===== config.mk =====
export PLATFORM = sky130hd
export DESIGN_NAME = wb_ctrl
export DESIGN_NICKNAME = d
export VERILOG_FILES = /design/src/rtl/wb_pkg.sv /design/src/rtl/wb_fifo.sv /design/src/rtl/wb_ctrl.sv
export SDC_FILE = /design/constraint.sdc
export NUM_CORES = 1
export LEC_CHECK = 0
export CORE_MARGIN = 10
export CORE_UTILIZATION = 46
export CTS_CLUSTER_DIAMETER = 50
export CTS_CLUSTER_SIZE = 10
export DETAILED_ROUTE_END_ITERATION = 7
export PLACE_DENSITY = 0.67
export SETUP_SLACK_MARGIN = 0.02
export SLEW_MARGIN = 40
export SYNTH_ARGS = -nofsm -noshare
export SYNTH_HDL_FRONTEND = slang
export SYNTH_HIERARCHICAL = 1
export SYNTH_SLANG_ARGS = --single-unit
export TNS_END_PERCENT = 30

===== constraint.sdc =====
create_clock -name clk -period 2.9 [get_ports clk]
set_clock_uncertainty 0.15 [all_clocks]
set_input_delay 0.29 -clock clk [delete_from_list [all_inputs] [get_ports clk]]
set_output_delay 0.29 -clock clk [all_outputs]
set_load 0.005 [all_outputs]

===== src/rtl/wb_pkg.sv =====
// Shared types for the register-file write-back path.
// Both the controller and the late-result FIFO use the entry format defined here.
package wb_pkg;
  localparam int XLEN  = 32;
  localparam int REG_W = 5;

  typedef struct packed {
    logic [REG_W-1:0] rd;
    logic [XLEN-1:0]  data;
  } wb_entry_t;
endpackage


===== src/rtl/wb_fifo.sv =====
// Late-result FIFO: push lands on the next edge; dout shows the head combinationally.
// Push while full and pop while empty are ignored; the producer is throttled through count/full.
module wb_fifo
  import wb_pkg::*;
#(
  parameter int DEPTH = 4
) (
  input  logic                       clk,
  input  logic                       rst,
  input  logic                       push,
  input  logic                       pop,
  input  wb_entry_t                  din,
  output wb_entry_t                  dout,
  output logic [$clog2(DEPTH):0]     count,
  output logic                       full,
  output logic                       empty
);
  localparam int AW = $clog2(DEPTH);

  wb_entry_t       mem [DEPTH];
  logic [AW-1:0]   wr_ptr;
  logic [AW-1:0]   rd_ptr;
  logic            do_push;
  logic            do_pop;

  assign full    = (count == (AW+1)'(DEPTH));
  assign empty   = (count == '0);
  assign do_push = push && !full;
  assign do_pop  = pop && !empty;
  assign dout    = mem[rd_ptr];

  always_ff @(posedge clk) begin
    if (do_push) mem[wr_ptr] <= din;
  end

  // Pointers wrap naturally because DEPTH is a power of two.
  always_ff @(posedge clk) begin
    if (!rst) begin
      wr_ptr <= '0;
      rd_ptr <= '0;
      count  <= '0;
    end else begin
      if (do_push) wr_ptr <= wr_ptr + AW'(1);
      if (do_pop)  rd_ptr <= rd_ptr + AW'(1);
      case ({do_push, do_pop})
        2'b10:   count <= count + (AW+1)'(1);
        2'b01:   count <= count - (AW+1)'(1);
        default: count <= count;
      endcase
    end
  end
endmodule


===== src/rtl/wb_ctrl.sv =====
// Register-file write port owner: ALU results (1 cycle) win over queued late results (2 cycles min).
// Late port stalls via lu_ready when the FIFO is full; issue stalls via iss_ready on a busy destination.
module wb_ctrl #(
  parameter int XLEN  = 32,
  parameter int DEPTH = 4
) (
  input  logic            clk,
  input  logic            rst,
  input  logic            iss_valid,
  input  logic            iss_long,
  input  logic [4:0]      iss_rd,
  output logic            iss_ready,
  input  logic [4:0]      q_ra,
  input  logic [4:0]      q_rb,
  output logic            ra_busy,
  output logic            rb_busy,
  input  logic            alu_wr,
  input  logic [4:0]      alu_rd,
  input  logic [XLEN-1:0] alu_d,
  input  logic            lu_valid,
  input  logic [4:0]      lu_rd,
  input  logic [XLEN-1:0] lu_d,
  output logic            lu_ready,
  output logic            rf_wr,
  output logic [4:0]      rf_rd,
  output logic [XLEN-1:0] rf_d,
  output logic            sb_err
);
  import wb_pkg::*;

  localparam int CW = $clog2(DEPTH) + 1;

  logic [31:0]   busy;
  logic [31:0]   busy_nxt;
  logic          rf_late;
  wb_entry_t     din;
  wb_entry_t     head;
  logic [CW-1:0] fill;
  logic          full;
  logic          empty;
  logic          alu_go;
  logic          lu_acc;
  logic          push;
  logic          pop;

  assign alu_go    = alu_wr && (alu_rd != '0);
  assign lu_ready  = rst && (fill < CW'(DEPTH));
  assign lu_acc    = lu_valid && lu_ready;
  assign push      = lu_acc && (lu_rd != '0) && !full;
  assign pop       = !alu_go && !empty;
  assign din       = {lu_rd, lu_d};
  assign iss_ready = !(iss_valid && iss_long && busy[iss_rd]);
  assign ra_busy   = busy[q_ra];
  assign rb_busy   = busy[q_rb];

  wb_fifo #(.DEPTH(DEPTH)) u_fifo (
    .clk   (clk),
    .rst   (rst),
    .push  (push),
    .pop   (pop),
    .din   (din),
    .dout  (head),
    .count (fill),
    .full  (full),
    .empty (empty)
  );

  // A late write releases its register on the edge the regfile captures it.
  always_comb begin
    busy_nxt = busy;
    if (rf_wr && rf_late) busy_nxt[rf_rd] = 1'b0;
    if (iss_valid && iss_ready && iss_long && (iss_rd != '0)) busy_nxt[iss_rd] = 1'b1;
    busy_nxt[0] = 1'b0;
  end

  always_ff @(posedge clk) begin
    if (!rst) begin
      busy    <= '0;
      rf_wr   <= 1'b0;
      rf_late <= 1'b0;
      rf_rd   <= '0;
      rf_d    <= '0;
      sb_err  <= 1'b0;
    end else begin
      busy    <= busy_nxt;
      rf_late <= 1'b0;
      if (lu_acc && (lu_rd != '0) && !busy[lu_rd]) sb_err <= 1'b1;
      if (alu_go) begin
        rf_wr <= 1'b1;
        rf_rd <= alu_rd;
        rf_d  <= alu_d;
      end else if (pop) begin
        rf_wr   <= 1'b1;
        rf_late <= 1'b1;
        rf_rd   <= head.rd;
        rf_d    <= head.data;
      end else begin
        rf_wr <= 1'b0;
      end
    end
  end
endmodule


## Word level (Yosys, flattened, before mapping)

Memories as Yosys holds them, arrays and structs flattened. A register that Yosys moved wholly into a read port is not among the register bits.
Index checks and enable logic that the tools add are counted.

- Register bits: 79
- Bits in writable memories: 148
- Input bits: 95
- Output and inout bits: 43
- Word-level logic and storage cells: 84
- Memories: 1

- Add/sub/neg operators: 4
- Magnitude comparators: 8
- Equality and inequality tests: 3
- Mux-type cells: 25
- Bitwise logic cells: 4
- Reductions and logical operators: 29

Memories:

| memory | depth | width | rd ports | clocked after memory_dff | write ports | RTL line | source |
|---|---|---|---|---|---|---|---|
| u_fifo.mem | 4 | 37 | 1 | 1 | 1 | wb_fifo.sv:20 | `wb_entry_t mem [DEPTH];` |

Operators with widths:

| kind | number |
|---|---|
| $mux W32 | 4 |
| $and A32 B32 Y32 | 1 |
| $not A32 Y32 | 1 |
| $or A32 B32 Y32 | 1 |
| $lt A5 B6 Y1 const B | 5 |
| $bmux W1 S5 | 4 |
| $logic_and A1 B1 Y1 | 17 |
| $reduce_bool A5 Y1 | 3 |
| $demux W1 S5 | 2 |
| $ge A5 B1 Y1 const B | 2 |
| $mux W1 | 10 |
| $mux W5 | 2 |
| $pmux W3 S2 | 1 |
| $logic_not A1 Y1 | 5 |
| $add A2 B1 Y2 const B | 2 |
| $mux W2 | 2 |
| $reduce_bool A2 Y1 | 2 |
| $add A3 B1 Y3 const B | 1 |
| $eq A3 B3 Y1 const B | 1 |
| $logic_not A3 Y1 | 1 |
| $lt A3 B3 Y1 const B | 1 |
| $sub A3 B1 Y3 const B | 1 |
| $eq A2 B1 Y1 const B | 1 |
| $eq A2 B2 Y1 const B | 1 |
| other kinds (2) | 2 |

## Logic depth before layout (Yosys ltp)

- Word-level depth: 9
- Mapped depth: 13
- Gate-level depth less buffers: 11

## Cells and area by module

The synthesis kept the hierarchy.

By module, submodules not included:

| module | times used | cells an instance | area each (um^2) | sequential area each (um^2) |
|---|---|---|---|---|
| wb_fifo | 1 | 247 | 5863.1 | 4624.4 |
| wb_ctrl | 1 | 411 | 4245.3 | 1421.4 |

## Worst setup path after synthesis

Ideal clock, no wire load.

- Path type: in2reg
- Start point: input port lu_rd[1]
- End point: register u_fifo.count[2]
- Data arrival time: 2.666 ns
- Data required time: 2.680 ns
- Slack: 0.014 ns
- Cell stages on the path: 13
- Path buffers: 2
- Path through: clkbuf_1 -> or4_1 -> o211ai_1 -> nor2_1 -> nor2b_1 -> buf_2 -> inv_2 -> ha_1 -> inv_1 -> fa_1 -> xor2_1 -> or3_1 -> a21boi_1

- Word-level cells in the longest chain between the ends: 6

Ends and longest elaborated chain:

| what | RTL line | source |
|---|---|---|
| from (decl) | wb_ctrl.sv:21 | `input logic [4:0] lu_rd,` |
| $reduce_bool A5 Y1 * | wb_ctrl.sv:49 | `assign push = lu_acc && (lu_rd != '0) && !full;` |
| $logic_and A1 B1 Y1 * (2 in a row) | wb_ctrl.sv:49 |  |
| net push | wb_ctrl.sv:43 | `logic push;` |
| $logic_and A1 B1 Y1 * | wb_fifo.sv:28 | `assign do_push = push && !full;` |
| $eq A2 B1 Y1 or $eq A2 B2 Y1 (tied branches) | wb_fifo.sv:45 | `case ({do_push, do_pop})` |
| $pmux W3 S2 or $reduce_bool A2 Y1 (tied branches) | - |  |
| to (signal assigned) | wb_fifo.sv:46 | `2'b10: count <= count + (AW+1)'(1);` |
| to (signal assigned) | wb_fifo.sv:47 | `2'b01: count <= count - (AW+1)'(1);` |
| to (signal assigned) | wb_fifo.sv:48 | `default: count <= count;` |
| to (decl) | wb_fifo.sv:14 | `output logic [$clog2(DEPTH):0] count,` |

The timed path passes the listed nets; every way through them passes the cells marked *.
A chain may end at the register's enable or synchronous reset.

## Worst setup path after layout

- Start point: register busy[5]
- End point: output port rb_busy

- Word-level cells in the longest chain between the ends: 2

Ends and longest elaborated chain:

| what | RTL line | source |
|---|---|---|
| from (decl) | wb_ctrl.sv:33 | `logic [31:0] busy;` |
| from (signal assigned) | wb_ctrl.sv:85 | `busy <= busy_nxt;` |
| $bmux W1 S5 | wb_ctrl.sv:54 | `assign rb_busy = busy[q_rb];` |
| $mux W1 (not written as such) | wb_ctrl.sv:54 |  |
| to (decl) | wb_ctrl.sv:16 | `output logic rb_busy,` |

No other way between the ends. The select of a mux whose other input is x is not followed.

==> metrics.cfg <==
[timing]
hold_viol_final=0
setup_violations=0
max_slew_margin=0.507
fin_ws_ns=0.0803
rsz0062_at_grt=true
max_freq_ghz=0.355
finalSetupTns_ns=0
timing.final.crit_share=0.972
slew_violations=0
min_period_ns=2.82
tightest_slew_ns=0.739

[clock_tree]
numCtsBuffers=28
clockBufferDepth=3
cts_setup_buffers=0
clock-root-buffer=clkbuf_16
path_clk_slew_ns=0.06
cts.sinks=228
htreeDepth=1
insertion_delay_ns=0.54
cts_tree=yes

[synthesis]
synth.top_cell.area_share=0.440
syn-num-nets=759
yosysWarnings=6
ys_seq_elements=228
yosysTopAreaCell=edfxtp_1
async_reset_ff_frac=0
syn_inst=658
yosysSeqAreaShare=0.598
synth-edff-count=148
synth.area.top_cells=edfxtp_1 (44%), dfxtp_1 (16%), mux4_2 (14%)
synth_area_sq_um=10100
yosysUniqueCellTypes=54
synth_area_per_cell_sq_um=15.4
synth_ff_type=edfxtp_1

[floorplan]
die_x_um=168
start_util=0.465
design.core.area_sq_um=21800
rows=54
pin_count=138
dieArea_sq_um=28300
dieHeight_um=168

[power]
cellLeakagePower_nw=4.77
total_power_mw=7.74
peakVddDrop_uv=547
powerDensity_nw_per_um2=598

[setup_path]
crit_type=register to primary output
critPathSlowestCell=mux4_2
crit_chain=buf_4 -> mux4_2 -> mux4_2 -> mux2_2 -> clkdlybuf4s15_1
critPathBufInv=2
cp.required_ns=2.46
crit_fanout=4
crit_path_frequent_cell=mux4_2
cp.arrival_ns=2.38
critPathLaunchType=register
cp_top_family=multiplexers
slowest_delay_ns=0.45
end_kind=primary output

[layout]
area_growth_pct=28.0
multi_input_comb_area_sq_um=3790
drive_gt1_frac=0.218
nets=931
register_area_sq_um=6050
n_fill_cell=1688

[grt]
antenna_found_initial=2
grt_pass1_vias=7077
grtUsageTotal=0.188
gr-total-overflow=0
grt_pass1_wl_mm=41.8
grt_start_max_net_pins=87

[detailed_routing]
vias_per_cell=5.87
drt_pass1_iterations=5
drc=0
ant_nets=0
vias=6636
wl_mm=27.0
avgRoutedWirePerCell_um=23.9
drt_iter0_drc=633

[placement]
port_buffers=137
dp_hpwl_mm=18.8
gp_congestion=0.907
dpl_worst_slack_ns=-0.444

[run]
drv_cap=0

[hold_path]
worst_hold_path_type=primary input to register

[outcome]
status=complete, no violations

-- metrics by stage --
step                       util  instances  cell area, sq um  hold WS, ns
after CTS                 0.594       1130             12900        0.196
after global placement    0.556       1080             12100        0.316
after floorplan               -        658             10100        0.239
final                     0.595       1131             12900        0.212
after detailed placement  0.556       1080             12100        0.327
after global routing      0.594       1130             12900        0.214
-- cell usage after synthesis, types with 3 or more instances --
cell      number
a21boi_1       4
o211ai_1      32
mux4_2        65
mux2_2         7
clkbuf_1      21
o21ai_0        6
nor2b_1        9
nand3b_1       4
o21ai_1        3
nand3_1        7
dfxtp_1       80
ha_1           5
nand2_1       61
buf_1          8
nor3b_1        5
or3_1          5
buf_2         12
buf_6          3
o211a_1       35
o31ai_1       31
mux2i_1       45
mux2_1         3
buf_12         3
edfxtp_1     148
nor2_1         9
inv_1          7
nand4_1        3
and2_1         8
-- what timing repair did --
action                                  4_1_cts  5_1_grt
hold buffers                                  0        0
gates resized for setup                       6       12
pin swaps                                     0        0
endpoints found under the setup margin        3        4
-- layer usage --
metal | global-route usage | part of all wire | up-vias
met5 | 0 | 0.00085 | -
met4 | 0.0632 | 0.031 | 4
met3 | 0.0461 | 0.078 | 60
met2 | 0.310 | 0.49 | 280
met1 | 0.237 | 0.40 | 3296
li1 | - | - | 2996
-- registers in the layout, summed over array words and instances (netlist names), named ones only --
name,flops
rf_d,32
u_fifo/wr_ptr,2
u_fifo/mem,148
rf_late,1
rf_wr,1
sb_err,1
busy,31
u_fifo/count,3
rf_rd,5
u_fifo/rd_ptr,2
-- cells by family (layout without fill, tap and decap cells) --
| logic type | count (synthesis) | in the layout | share of synthesized area |
|---|---|---|---|
| xor+xnor | 2 | 2 | 0.00173 |
| flops | 228 | 228 | 0.598 |
| other cells | 0 | 1 | 0 |
| fa+ha+maj | 6 | 6 | 0.00817 |
| buf+inv | 57 | 249 | 0.0302 |
| compound gates | 125 | 125 | 0.101 |
| mux | 121 | 121 | 0.202 |
| simple gates | 119 | 119 | 0.0588 |
-- final cells by class --
cell class,instances,area share
multi-input cells,373,0.293
clock buffers,44,0.0588
well taps,280,0.0271
inverters,8,0.00232
clock inverters,6,0.00484
diodes,1,0.000193
flip-flops and latches,228,0.468
repair buffers,191,0.146
-- worst reg2reg max path, stage by stage (launching register included) --
cell      delay (ns)
dfxtp_1         0.44
nor3b_2         0.25
nor2_1          0.06
nor2b_1         0.15
inv_2           0.05
ha_1            0.17
inv_1           0.06
fa_1            0.37
xor2_1          0.15
or3_1           0.30
a21boi_1        0.16
-- layout by cell type, fill, tap and decap left out, drive strengths merged, types with 11 or more instances in the layout --
master and count:
clkbuf 45, o211a 35, mux4 65, edfxtp 148, buf 55, nand2 61, dfxtp 80, mux2i 45
o31ai 31, o211ai 32, mux2 11, clkdlybuf4s50 130
-- worst paths after layout --
check	slack, ns	endpoint	start	cells past startpoint
setup / recovery	0.08	rb_busy	busy[5]	5
hold / removal	0.21	rf_d[3]	alu_d[3]	2
setup reg to reg	0.52	u_fifo/count[2]	u_fifo/count[2]	10
hold reg to reg	0.34	register	u_fifo/rd_ptr[1]	2
-- power breakdown --
group / internal (mW) / switching, mW
Clock: 1.80 / 1.28
Sequential: 3.58 / 0.0835
Combinational: 0.544 / 0.442
(Power assumes the default switching activity.)
